### config.mk
export PLATFORM = sky130hd
export DESIGN_NAME = aes128_key_expansion_fwd
export DESIGN_NICKNAME = d
export VERILOG_FILES = /design/src/rtl/aes128_pkg.sv /design/src/rtl/aes128_key_round_fwd.sv /design/src/rtl/aes128_key_expansion_fwd.sv
export SDC_FILE = /design/constraint.sdc
export NUM_CORES = 2
export LEC_CHECK = 0
export CAP_MARGIN = 0
export CORE_MARGIN = 2
export CORE_UTILIZATION = 50
export CTS_BUF_LIST = sky130_fd_sc_hd__clkbuf_4 sky130_fd_sc_hd__clkbuf_8 sky130_fd_sc_hd__clkbuf_16
export CTS_CLUSTER_SIZE = 28
export DETAILED_ROUTE_END_ITERATION = 6
export PLACE_DENSITY = 0.78
export REMOVE_ABC_BUFFERS = 1
export SYNTH_ARGS = -nofsm -noshare
export SYNTH_HDL_FRONTEND = slang
export SYNTH_HIERARCHICAL = 1
export SYNTH_SLANG_ARGS = --single-unit
### constraint.sdc
create_clock -name clk_sys -period 30.3 [get_ports clk_sys]
set_input_delay 4.545 -clock clk_sys [delete_from_list [all_inputs] [get_ports clk_sys]]
set_output_delay 4.545 -clock clk_sys [all_outputs]
set_load 0.01 [all_outputs]
### src/rtl/aes128_pkg.sv
// AES-128 shared types, constants and GF(2^8) helpers.
// aes128_sbox is the single S-box used by forward and inverse paths.
package aes128_pkg;

  localparam int AES128_ROUNDS = 10;
  localparam logic [7:0] RCON_INIT = 8'h01;

  typedef enum logic {
    IDLE,
    OUT
  } kexp_state_t;

  function automatic logic [7:0] xtime(input logic [7:0] r);
    return {r[6:0], 1'b0} ^ (r[7] ? 8'h1b : 8'h00);
  endfunction

  function automatic logic [7:0] rotl8(
    input logic [7:0] x,
    input int unsigned n
  );
    return (x << n) | (x >> (8 - n));
  endfunction

  function automatic logic [7:0] gf_mul(
    input logic [7:0] a,
    input logic [7:0] b
  );
    logic [7:0] p;
    logic [7:0] t;
    p = 8'h00;
    t = a;
    for (int i = 0; i < 8; i++) begin
      if (b[i]) p = p ^ t;
      t = xtime(t);
    end
    return p;
  endfunction

  // x^254 is the multiplicative inverse; 0 maps to 0
  function automatic logic [7:0] gf_inv(input logic [7:0] x);
    logic [7:0] s;
    logic [7:0] r;
    s = x;
    r = 8'h01;
    for (int i = 1; i < 8; i++) begin
      s = gf_mul(s, s);
      r = gf_mul(r, s);
    end
    return r;
  endfunction

  function automatic logic [7:0] aes128_sbox(
    input logic [7:0] x,
    input logic       inv
  );
    logic [7:0] a;
    if (inv) begin
      a = rotl8(x, 1) ^ rotl8(x, 3) ^ rotl8(x, 6) ^ 8'h05;
      return gf_inv(a);
    end
    a = gf_inv(x);
    return a ^ rotl8(a, 1) ^ rotl8(a, 2)
             ^ rotl8(a, 3) ^ rotl8(a, 4) ^ 8'h63;
  endfunction

endpackage

### src/rtl/aes128_key_round_fwd.sv
// One combinational forward AES-128 key schedule step.
// Maps the current round key and rcon to the next round key.
module aes128_key_round_fwd
  import aes128_pkg::*;
(
  input  logic [127:0] i_key,
  input  logic [7:0]   i_rcon,
  output logic [127:0] o_next_key
);

  logic [31:0] w_w0;
  logic [31:0] w_w1;
  logic [31:0] w_w2;
  logic [31:0] w_w3;
  logic [31:0] w_rot;
  logic [31:0] w_sub;
  logic [31:0] w_t;
  logic [31:0] w_n0;
  logic [31:0] w_n1;
  logic [31:0] w_n2;
  logic [31:0] w_n3;

  assign {w_w0, w_w1, w_w2, w_w3} = i_key;

  assign w_rot = {w_w3[23:0], w_w3[31:24]};

  assign w_sub = {
    aes128_sbox(w_rot[31:24], 1'b0),
    aes128_sbox(w_rot[23:16], 1'b0),
    aes128_sbox(w_rot[15:8],  1'b0),
    aes128_sbox(w_rot[7:0],   1'b0)
  };

  assign w_t  = w_sub ^ {i_rcon, 24'h0};
  assign w_n0 = w_w0 ^ w_t;
  assign w_n1 = w_w1 ^ w_n0;
  assign w_n2 = w_w2 ^ w_n1;
  assign w_n3 = w_w3 ^ w_n2;

  assign o_next_key = {w_n0, w_n1, w_n2, w_n3};

endmodule

### src/rtl/aes128_key_expansion_fwd.sv
// Forward AES-128 key schedule streaming round keys 0..10.
// Captures round key 10 for the decipher key schedule.
module aes128_key_expansion_fwd
  import aes128_pkg::*;
#(
  parameter int NUM_ROUNDS = AES128_ROUNDS
) (
  input  logic         clk_sys,
  input  logic         rst,
  input  logic         key_valid,
  output logic         key_ready,
  input  logic [127:0] cipher_key,
  output logic         rkey_valid,
  input  logic         rkey_ready,
  output logic [127:0] rkey_data,
  output logic [3:0]   rkey_num,
  output logic [127:0] round_key_10,
  output logic         key10_valid,
  output logic         busy
);

  generate
    if (NUM_ROUNDS != AES128_ROUNDS) begin : g_bad_rounds
      $error("aes128_key_expansion_fwd: NUM_ROUNDS must be 10");
    end
  endgenerate

  localparam logic [3:0] LAST = 4'(NUM_ROUNDS);

  kexp_state_t  r_state;
  logic [127:0] r_key;
  logic [7:0]   r_rcon;
  logic [3:0]   r_num;
  logic [127:0] r_rk10;
  logic         r_k10v;
  logic [127:0] w_next;

  aes128_key_round_fwd u_round (
    .i_key      (r_key),
    .i_rcon     (r_rcon),
    .o_next_key (w_next)
  );

  always_ff @(posedge clk_sys) begin
    if (rst) begin
      r_state <= IDLE;
      r_key   <= '0;
      r_rcon  <= RCON_INIT;
      r_num   <= '0;
      r_rk10  <= '0;
      r_k10v  <= 1'b0;
    end else begin
      unique case (r_state)
        IDLE: begin
          if (key_valid) begin
            r_key   <= cipher_key;
            r_num   <= '0;
            r_rcon  <= RCON_INIT;
            r_k10v  <= 1'b0;
            r_state <= OUT;
          end
        end
        OUT: begin
          if (rkey_ready) begin
            if (r_num == LAST) begin
              r_rk10  <= r_key;
              r_k10v  <= 1'b1;
              r_state <= IDLE;
            end else begin
              r_key  <= w_next;
              r_num  <= r_num + 4'd1;
              r_rcon <= xtime(r_rcon);
            end
          end
        end
      endcase
    end
  end

  assign key_ready    = (r_state == IDLE);
  assign rkey_valid   = (r_state == OUT);
  assign busy         = (r_state == OUT);
  assign rkey_data    = r_key;
  assign rkey_num     = r_num;
  assign round_key_10 = r_rk10;
  assign key10_valid  = r_k10v;

endmodule

==> results.cfg <==
[flow_run]
cap_violations = 0

[synthesis]
ys_async_sr_fraction_pct = 0
synth_cell_types = 113
synthTopCellsByArea = xnor2_1 21%, xnor3_1 13%, dfxtp_1 7.9%, xor2_1 6.1%, nor2_1 6.1%
synth_ff_type = dfxtp_1
avgSynthCellArea_um2 = 7.78
yosys_warnings = 6
synth_top_area_cell = xnor2_1
yosysTopAreaCellShare_pct = 20.6
ys_seq_elements = 270
synth-seq-area-share_pct = 7.93
synth_edf_count = 0
syn_inst = 8753
synth_area_um2 = 68100

[clock_network]
numCtsBuffers = 37
insertion_delay_ns = 0.64
cts_setup_buffers = 0
clkTransAtPathRegs_ns = 0.06
cts_max_level = 2
cts_tree = done
cts-root-buf = clkbuf_16
clockBufferDepth = 3
cts_hold_buf = 0
cts_sinks = 270
ctsResizeCount = 0

[grt]
antenna_found_initial = 3
gr-total-overflow = 0
grtUsageTotal_pct = 30.6
grt_pass1_wl_mm = 353
first_global_vias = 61948
grt_max_degree = 158

[critical_path]
crit_path_max_fanout = 17
crit_slowest_cell = xor2_1
crit_type = reg -> reg
worst_r2r_path_depth = 50
crit_start = rkey_data[24]
reg2reg_setup_slack_ns = 10.80
critPathLaunchType = flop
slowest_delay_ns = 0.92
cp_common_cell = xnor3_1
crit_arrival_ns = 20.04
r2r_start = rkey_data[24]
critical_path_required_ns = 30.85
reg2reg_to = rkey_data[2]
end_kind = flop

[floorplanning]
ios = 396
die_area_um2 = 139000
num_rows = 135
die_y_um = 373
dieWidth_um = 373
initial_core_util_pct = 50.4
coreArea_um2 = 135000

[final_layout]
mostFrequentLayoutCell = xnor2_1
area_growth_pct = 10.2
n_fill_cell = 12266
nNetsFinal = 8954
final_cell_mix = 1,573 x xnor2_1, 1,103 x nor2_1, 683 x nand2_1, 539 x a21oi_1, 470 x xor2_1
drive_above_1_share_pct = 7.93
final_cells = 10609
stdcell_area_um2 = 75100

[place]
dp.cells = 10543
post-place-ws_ns = 11.24
dpl.hpwl_mm = 161
placed_cell_area_um2 = 73800
place_congestion = 0.974
io_buffers = 395

[routing]
wl_per_cell_um = 21.2
drc = 0
finalWirelength_mm = 225
drt-vias-per-instance = 6.27
vias = 66564
drt_iter0_markers = 7617
ant_nets = 0
dr.pass1.iters = 7

[sta]
fin_ws_ns = 10.80
slew_violations = 0
max_freq_ghz = 0.0513
final-setup-viol-count = 0
clock_skew_ns = 0.0540
rsz0062_at_grt = false
worst_pin_slew_ns = 1.34
finalHoldViolations = 0
final.min_clock_period_ns = 19.50
period_share_pct = 64.3
setup_tns_ns = 0
relSlewSlack_pct = 10.4

[min_path]
holdPathStages = 2
whs_endpoint = round_key_10[0]
hp-start = round_key_10[0]
hold_path_class = reg -> reg

[run_status]
run_status = complete, no violations
-- worst max-delay path by stage --
stage | end
final | rkey_data[2]
after global routing | rkey_data[43]
after CTS | rkey_data[2]
after detailed placement | rkey_data[2]
after global placement | rkey_data[2]
after floorplan | rkey_data[43]
-- cells in the mapped netlist, types with 28 or more instances --
master and instances:
and2_1 28, a21oi_1 539, a22oi_1 67, a31o_2 38, xnor2_2 66, clkbuf_1 392, a31oi_1 67, nor2b_1 55
dfxtp_1 270, xor2_1 474, nor3_1 237, o22ai_1 107, xnor2_1 1603, or3_1 39, nand2b_1 89, inv_1 76
o211ai_1 90, buf_1 42, xor3_1 50, buf_2 194, or2_2 47, nand2_1 685, a211oi_1 278, mux2i_1 328
xnor3_1 397, and3_1 42, nand3_1 258, xor2_2 29, mux2_2 47, o21ai_0 406, nor2_1 1105
-- layer usage --
metal / GRT usage (%) / part of all wire [%]
met1: 41.3 / 41
met3: 4.80 / 9.6
met2: 48.6 / 45
met5: 0 / 0.010
met4: 12.7 / 4.4
-- critical path: cells and delay by family (launching register included) --
family / cells / cell delay (ns)
flip-flops: 1 / 0.72
buffers and inverters: 1 / 0.22
XOR/XNOR: 33 / 14.09
adder cells (fa/ha/maj): 2 / 1.30
AO/OA/AOI/OAI: 7 / 1.69
AND/OR/NAND/NOR: 4 / 0.67
multiplexers: 3 / 0.67
-- flip-flops by register name, summed over array words and instances, names as in the netlist --
| signal | cells |
|---|---|
| busy | 1 |
| r_rcon | 8 |
| round_key_10 | 128 |
| rkey_data | 128 |
| rkey_num | 4 |
| key10_valid | 1 |
-- logic make-up after synthesis --
kind of cell	after synthesis	share of synthesized area (%)
muxes	381	5.74
xor gates and xnor gates	2651	45.0
and+or+nand+nor	2688	17.3
buffers and inverters	758	4.71
AOI/OAI and AO/OA	1983	18.8
adders and majority gates	22	0.400
DFF	270	7.93
-- per-stage QoR --
stage / utilization, % / hold slack [ns]
6_report: 55.5 / 0.475
5_1_grt: 55.5 / 0.495
4_1_cts: 55.5 / 0.475
3_5_place_dp: 54.6 / 0.467
3_3_place_gp: 54.6 / 0.460
2_1_floorplan: - / 0.463
-- area by class of cell --
| class | count | area (um2) | area share [%] |
|---|---|---|---|
| diodes | 1 | 2.50 | 0.00333 |
| multi-input cells | 7725 | 59800 | 79.7 |
| repair buffers | 665 | 6000 | 7.99 |
| flip-flops and latches | 270 | 5410 | 7.20 |
| well taps | 1781 | 2230 | 2.97 |
| clock inverters | 14 | 154 | 0.205 |
| inverters | 102 | 384 | 0.512 |
| clock buffers | 51 | 1090 | 1.45 |
Power is not shown: default switching activity piles up to over one toggle a cycle in this logic, so the estimate is an artifact.
